File: src/rtl/cic_pkg.sv
// Shared helpers for the CIC integrator chain: width math and parameter limits.
package cic_pkg;

  localparam int MAX_STAGES   = 8;
  localparam int MAX_CHANNELS = 16;

  // Ceiling log2 for elaboration-time width calculations.
  function automatic int clog2(input int value);
    int result;
    result = 0;
    for (int i = 0; i < 31; i++) begin
      if ((1 << i) < value) result = i + 1;
    end
    return result;
  endfunction

  // A single channel still needs one tag bit so the port never collapses to zero width.
  function automatic int ch_width(input int num_channels);
    return (num_channels > 1) ? clog2(num_channels) : 1;
  endfunction

  // Hogenauer bit growth: accumulator width needed for a lossless CIC of rate r, delay m.
  function automatic int acc_width_req(input int input_width, input int n_stages,
                                       input int rate, input int diff_delay);
    return input_width + n_stages * clog2(rate * diff_delay);
  endfunction

endpackage

File: src/rtl/cic_integrator_stage.sv
// One integrator stage with per-channel accumulators; valid and tag ride alongside the sum.
module cic_integrator_stage
  import cic_pkg::*;
#(
  parameter int ACC_WIDTH    = 32,
  parameter int NUM_CHANNELS = 2,
  localparam int CH_WIDTH    = ch_width(NUM_CHANNELS)
) (
  input  logic                 clock,
  input  logic                 reset,
  input  logic                 up_valid,
  input  logic [CH_WIDTH-1:0]  up_tag,
  input  logic [ACC_WIDTH-1:0] up_data,
  output logic                 valid,
  output logic [CH_WIDTH-1:0]  tag,
  output logic [ACC_WIDTH-1:0] sum
);

  logic [ACC_WIDTH-1:0] acc [NUM_CHANNELS];
  logic [ACC_WIDTH-1:0] acc_next;

  // Modulo-2^ACC_WIDTH wrap is intentional; the comb section cancels it.
  assign acc_next = acc[up_tag] + up_data;

  // Update only the tagged channel's accumulator; idle cycles hold everything.
  always_ff @(posedge clock) begin
    if (!reset) begin
      for (int c = 0; c < NUM_CHANNELS; c++) acc[c] <= '0;
      valid <= 1'b0;
      tag   <= '0;
      sum   <= '0;
    end else begin
      valid <= up_valid;
      if (up_valid) begin
        acc[up_tag] <= acc_next;
        tag         <= up_tag;
        sum         <= acc_next;
      end
    end
  end

endmodule

File: src/rtl/cic_integrator_chain.sv
// Multi-stage, multi-channel CIC integrator section with channel tagging and MSB output slice.
// Optional macro CIC_INTEG_ROUND_EN: round the output slice half-up instead of truncating.
module cic_integrator_chain
  import cic_pkg::*;
#(
  parameter int INPUT_WIDTH  = 16,
  parameter int OUTPUT_WIDTH = 16,
  parameter int ACC_WIDTH    = 32,
  parameter int N_STAGES     = 4,
  parameter int NUM_CHANNELS = 2,
  // Optional bit-growth check: set DECIM_RATE > 0 to require a lossless ACC_WIDTH.
  parameter int DECIM_RATE   = 0,
  parameter int DIFF_DELAY   = 1,
  localparam int CH_WIDTH    = ch_width(NUM_CHANNELS)
) (
  input  logic                    clock,
  input  logic                    reset,
  input  logic                    strobe_in,
  input  logic                    sync_in,
  input  logic [INPUT_WIDTH-1:0]  d_in,
  output logic                    strobe_out,
  output logic [CH_WIDTH-1:0]     ch_out,
  output logic [OUTPUT_WIDTH-1:0] d_out
);

  if (OUTPUT_WIDTH > ACC_WIDTH || ACC_WIDTH < INPUT_WIDTH ||
      N_STAGES < 1 || N_STAGES > MAX_STAGES ||
      NUM_CHANNELS < 1 || NUM_CHANNELS > MAX_CHANNELS) begin : g_bad_param
    $error("cic_integrator_chain: illegal width or count parameters");
  end

  if (DECIM_RATE > 0 &&
      ACC_WIDTH < acc_width_req(INPUT_WIDTH, N_STAGES, DECIM_RATE, DIFF_DELAY)) begin : g_bad_growth
    $error("cic_integrator_chain: ACC_WIDTH too small for CIC bit growth");
  end

  localparam logic [CH_WIDTH-1:0] LAST_CH   = CH_WIDTH'(NUM_CHANNELS - 1);
  localparam logic [CH_WIDTH-1:0] SYNC_NEXT = (NUM_CHANNELS > 1) ? CH_WIDTH'(1) : '0;

  logic [CH_WIDTH-1:0]  ch_cnt;
  logic                 stage_valid [N_STAGES+1];
  logic [CH_WIDTH-1:0]  stage_tag   [N_STAGES+1];
  logic [ACC_WIDTH-1:0] stage_data  [N_STAGES+1];
  logic [ACC_WIDTH-1:0] rounded;
  logic [OUTPUT_WIDTH-1:0] d_next;

  // Stage 1 integrates on the sampling edge itself, so the input feeds it directly.
  assign stage_valid[0] = strobe_in;
  assign stage_tag[0]   = sync_in ? '0 : ch_cnt;
  assign stage_data[0]  = ACC_WIDTH'($signed(d_in));

  // Input channel counter: sync forces this sample to channel 0, else round-robin.
  always_ff @(posedge clock) begin
    if (!reset) begin
      ch_cnt <= '0;
    end else if (strobe_in) begin
      if (sync_in)                ch_cnt <= SYNC_NEXT;
      else if (ch_cnt == LAST_CH) ch_cnt <= '0;
      else                        ch_cnt <= ch_cnt + CH_WIDTH'(1);
    end
  end

  for (genvar k = 0; k < N_STAGES; k++) begin : g_stage
    cic_integrator_stage #(
      .ACC_WIDTH   (ACC_WIDTH),
      .NUM_CHANNELS(NUM_CHANNELS)
    ) u_stage (
      .clock   (clock),
      .reset   (reset),
      .up_valid(stage_valid[k]),
      .up_tag  (stage_tag[k]),
      .up_data (stage_data[k]),
      .valid   (stage_valid[k+1]),
      .tag     (stage_tag[k+1]),
      .sum     (stage_data[k+1])
    );
  end

`ifdef CIC_INTEG_ROUND_EN
  if (OUTPUT_WIDTH < ACC_WIDTH) begin : g_round
    // Half-up: add half an output LSB; overflow past the top wraps like the integrators.
    assign rounded = stage_data[N_STAGES] + (ACC_WIDTH'(1) << (ACC_WIDTH - OUTPUT_WIDTH - 1));
  end else begin : g_no_round
    assign rounded = stage_data[N_STAGES];
  end
`else
  assign rounded = stage_data[N_STAGES];
`endif

  assign d_next = OUTPUT_WIDTH'(rounded >> (ACC_WIDTH - OUTPUT_WIDTH));

  // Output register: capture the MSB slice when the last stage produced a sample.
  always_ff @(posedge clock) begin
    if (!reset) begin
      strobe_out <= 1'b0;
      ch_out     <= '0;
      d_out      <= '0;
    end else begin
      strobe_out <= stage_valid[N_STAGES];
      if (stage_valid[N_STAGES]) begin
        ch_out <= stage_tag[N_STAGES];
        d_out  <= d_next;
      end
    end
  end

endmodule

File: config.mk
export PLATFORM = sky130hd
export DESIGN_NAME = cic_integrator_chain
export DESIGN_NICKNAME = d
export VERILOG_FILES = /design/src/rtl/cic_pkg.sv /design/src/rtl/cic_integrator_stage.sv /design/src/rtl/cic_integrator_chain.sv
export SDC_FILE = /design/constraint.sdc
export NUM_CORES = 1
export LEC_CHECK = 0
export BUFFER_PORTS_ARGS = -buffer_cell sky130_fd_sc_hd__buf_2
export CORE_MARGIN = 2
export CORE_UTILIZATION = 50
export CTS_BUF_LIST = sky130_fd_sc_hd__clkbuf_4
export CTS_CLUSTER_DIAMETER = 50
export DETAILED_ROUTE_END_ITERATION = 6
export GPL_ROUTABILITY_DRIVEN = 0
export PLACE_DENSITY = 0.69
export SETUP_SLACK_MARGIN = 0.02
export SYNTH_ARGS = -nofsm -noshare
export SYNTH_HDL_FRONTEND = slang
export SYNTH_HIERARCHICAL = 1
export SYNTH_SLANG_ARGS = --single-unit
File: constraint.sdc
create_clock -name clock -period 4.05 [get_ports clock]
set_input_delay 0 -clock clock [delete_from_list [all_inputs] [get_ports clock]]
set_output_delay 0 -clock clock [all_outputs]
set_load 0.01 [all_outputs]
==> impl.org <==
** Routing
- In the final routed layout, each cell accounts on average for 20.8 um.
- Final wirelength :: 65300 um
- First-pass iteration count of the detailed router :: 6
- The routed layout has 19484 vias.
- Number of antenna-violating nets in the routed design :: 0
- After the first detailed-routing iteration, the DRC count stood at 1948.
- Dividing the detail-routed via count by the number of cells gives 6.20.
- Final routed DRC violation total :: 0

** Yosys
- Counting every net in the synthesized netlist gives 2504.
- Gate Count Post-Synth :: 2356
- Mean cell area of the mapped netlist :: 9.94 um^2
- Synthesis Warnings :: 6
- Post-synth design cell area :: 23400 um^2

** Timing
- For the final database, setup skew stands at 0.0869 ns.
- Relative slew margins :: 0.191
- Summed over all failing endpoints, the final setup total negative slack is 0 ns.
- Static timing analysis puts the maximum clock frequency at 266 MHz.
- Max-slew violation count :: 0
- Setup violations remaining at the end of the flow were counted as 0.
- Unrepaired setup endpoints after global routing :: false
- Post-route worst setup slack :: 0.287 ns
- Of the available clock period, the critical path in the final layout requires 0.929.
- Measured slew at the worst slew-check pin :: 1.21 ns
- Final Hold Violating Endpoints :: 0
- The clock period could shrink to 3.76 ns.

** Setup path
- Worst-path cell chain :: nor2b_4, buf_12, mux2_2, ha_1, a21o_1, a31o_2, a211oi_2, nor2_1, or3b_2, a41oi_1, dlygate4sd3_1
- Flop-to-flop setup slack :: 0.29 ns
- Capturing element type of the critical path :: flop
- STA puts the critical path data required time at 4.82 ns.
- Master of the slowest instance on the critical path :: dlygate4sd3_1
- Data arrival time at the worst-slack endpoint :: 4.54 ns
- The worst register-to-register path has a depth of 11.
- The critical path in this run is classified as reg2reg.
- Delay of the slowest critical-path stage :: 0.57 ns
- STA classifies the critical path startpoint as a flop.
- In this run the critical register-to-register path is captured at g_stage[0].u_stage/sum[15].
- Top delay family on crit path :: compound AO/OA/AOI/OAI gates
- The critical path contains buffers and inverters numbering 2 combined.
- Along the worst path, the maximum fanout reaches 40.
- Source of the worst register-to-register timing path :: ch_cnt

** Pwr
- Pleak :: 10.3 nW
- Cell internal power was estimated by the tool at 7.40 mW.
- The share of total power dissipated in the clock network is 0.334.
- Combinational Power Share :: 0.235
- IR analysis of the VDD net gives a maximum drop of 0.298 mV.
- Register share of total power :: 0.431
- In this run the power spent charging and discharging nets is 3.55 mW.
- Power per standard cell area :: 423 nW/um^2
- Net switching fraction of the power :: 0.324

** Global routing
- Number of global-route vias before repair :: 18877
- Summed over all layers, the global routing overflow is 0.
- Most congested layer reported by global routing :: met2
- In the global route stage, met2 resource usage came out at 0.444.
- Entering global routing, the biggest net connects 47 pins.
- Antenna violations before repair :: 3
- For this run, global-route usage on met3 was measured as 0.0498.
- Global Route Usage Sum :: 0.269
- The first global-routing pass estimated 102000 um of wire.
- For this run, global-route usage on met1 was measured as 0.347.

** Floorplan
- After floorplanning, the core was sized to cover 46400 um^2.
- Die Span Y :: 220 um
- The initialized floorplan defines 79 standard-cell rows.
- During I/O placement, the number of pins put on the boundary was 38.
- For this configuration, the core starts out at a cell density of 0.505.
- Horizontal die dimension :: 220 um
- The die covers 48600 um^2.

** Clocking
- The clock tree synthesis step divided the H-tree into 3 levels.
- Clock-pin slew was measured on the worst setup and hold paths at 0.08 ns.
- Buffers inserted during clock tree synthesis total 106.
- Clock latency on the worst-skew pair :: 0.89 ns
- The clock net in this run drives a total of 395 sinks.
- Clock tree from TritonCTS :: built
- Clk Tree Root Cell :: clkbuf_4
- Max clock buf depth :: 3

** Layout
- NumNets Final :: 2586
- Of the cells placed in the final design, the portion with a size suffix greater than 1 is 0.178.
- The area growth from synthesis to layout is 10.5%.

** Min path
- The worst hold path belongs to the class in2reg.
- Origin of the worst min-delay path :: d_in[10]
- For hold timing, the worst endpoint is g_stage[0].u_stage/sum[10].
- Cell count of the worst hold path :: 5

** Placement
- Worst slack, placed :: 0.280 ns
- Port buffering added 37 buffers.
- Hpwl dp :: 46800 um

** Run
- Max-cap violations in this run came to 0.

** Status
- Status :: finished clean
## layout by cell type, fill, tap and decap left out, drive strengths merged, types with 27 or more instances in the layout
cell type	n
edfxtp	256
nand2	216
nor2	207
clkbuf	164
o21ai	152
dfxtp	139
a21oi	132
mux2	126
nor3	125
ha	124
buf	73
and3	56
a21o	49
xnor2	43
nand4	41
nand3	41
o21a	38
clkinv	38
mux2i	35
inv	34
a211oi	32
and2	31
or3	30
o211ai	28
dlygate4sd3	27
nor2b	27
o31ai	27
## power groups by stage
| stage | registers (mW) | clock network [mW] | logic [mW] |
|---|---|---|---|
| floorplan | 4.72 | 0 | 1.84 |
| global placement | 4.80 | 0 | 2.41 |
| detailed placement | 4.81 | 0 | 2.46 |
| CTS | 4.72 | 3.76 | 2.52 |
| global route | 4.74 | 3.96 | 2.80 |
| finish | 4.72 | 3.66 | 2.57 |
## worst max path at each step
stage                           start                       endpoint  slack, ns  cells after the start
5_1_grt                        ch_cnt     g_stage[0].u_stage/sum[15]       0.12                     11
4_1_cts                        ch_cnt     g_stage[0].u_stage/sum[15]       0.22                     11
2_1_floorplan  g_stage[1].u_stage/tag  g_stage[2].u_stage/acc[1][30]       0.25                     12
6_report                       ch_cnt     g_stage[0].u_stage/sum[15]       0.29                     11
3_5_place_dp                   ch_cnt  g_stage[0].u_stage/acc[0][23]       0.28                     10
3_3_place_gp                   ch_cnt  g_stage[0].u_stage/acc[0][23]       0.33                     10
## flip-flops by register name, indices dropped and copies added (netlist names)
name and count:
g_stage.u_stage/acc 256, g_stage.u_stage/tag 4, g_stage.u_stage/valid 4, d_out 16
strobe_out 1, ch_cnt 1, g_stage.u_stage/sum 112, ch_out 1
## worst register-to-register path: stages, from the launching register on
cell and delay [ns]:
dfxtp_1 0.35, nor2b_4 0.21, buf_12 0.26, mux2_2 0.38
ha_1 0.37, a21o_1 0.24, a31o_2 0.31, a211oi_2 0.24
nor2_1 0.11, or3b_2 0.48, a41oi_1 0.20, dlygate4sd3_1 0.57
## layer usage
layer  wire length, um  share of wire
met5                 0              0
met1             27600           0.42
met4              2400          0.037
met2             30800           0.47
met3              4500          0.069
## per-stage QoR
stage	hold WS (ns)	total power, mW	instance area, um^2	utilization	instances
floorplan	0.107	6.56	23400	-	2356
global placement	0.317	7.22	24200	0.521	2910
detailed placement	0.313	7.27	24200	0.521	2910
CTS	0.0226	11.0	25900	0.558	3138
global route	0.119	11.5	25900	0.558	3140
finish	0.110	10.9	25900	0.558	3142
## area by class of cell
type	count	area [um^2]
Fill cell	4077	20500
Multi-Input combinational cell	1797	12300
Sequential cell	395	10500
Clock buffer	164	1230
Timing Repair Buffer	100	776
Tap cell	607	759
Clock inverter	37	190
Inverter	38	143
Antenna cell	4	10.0
## repair_timing
item	in CTS	in global routing
endpoints found under the hold margin	124	0
hold buffers	27	0
setup endpoints to repair	0	3
buffers inserted	0	0
gates resized for setup	0	2
Note: power is estimated with default switching activity, not from simulation.
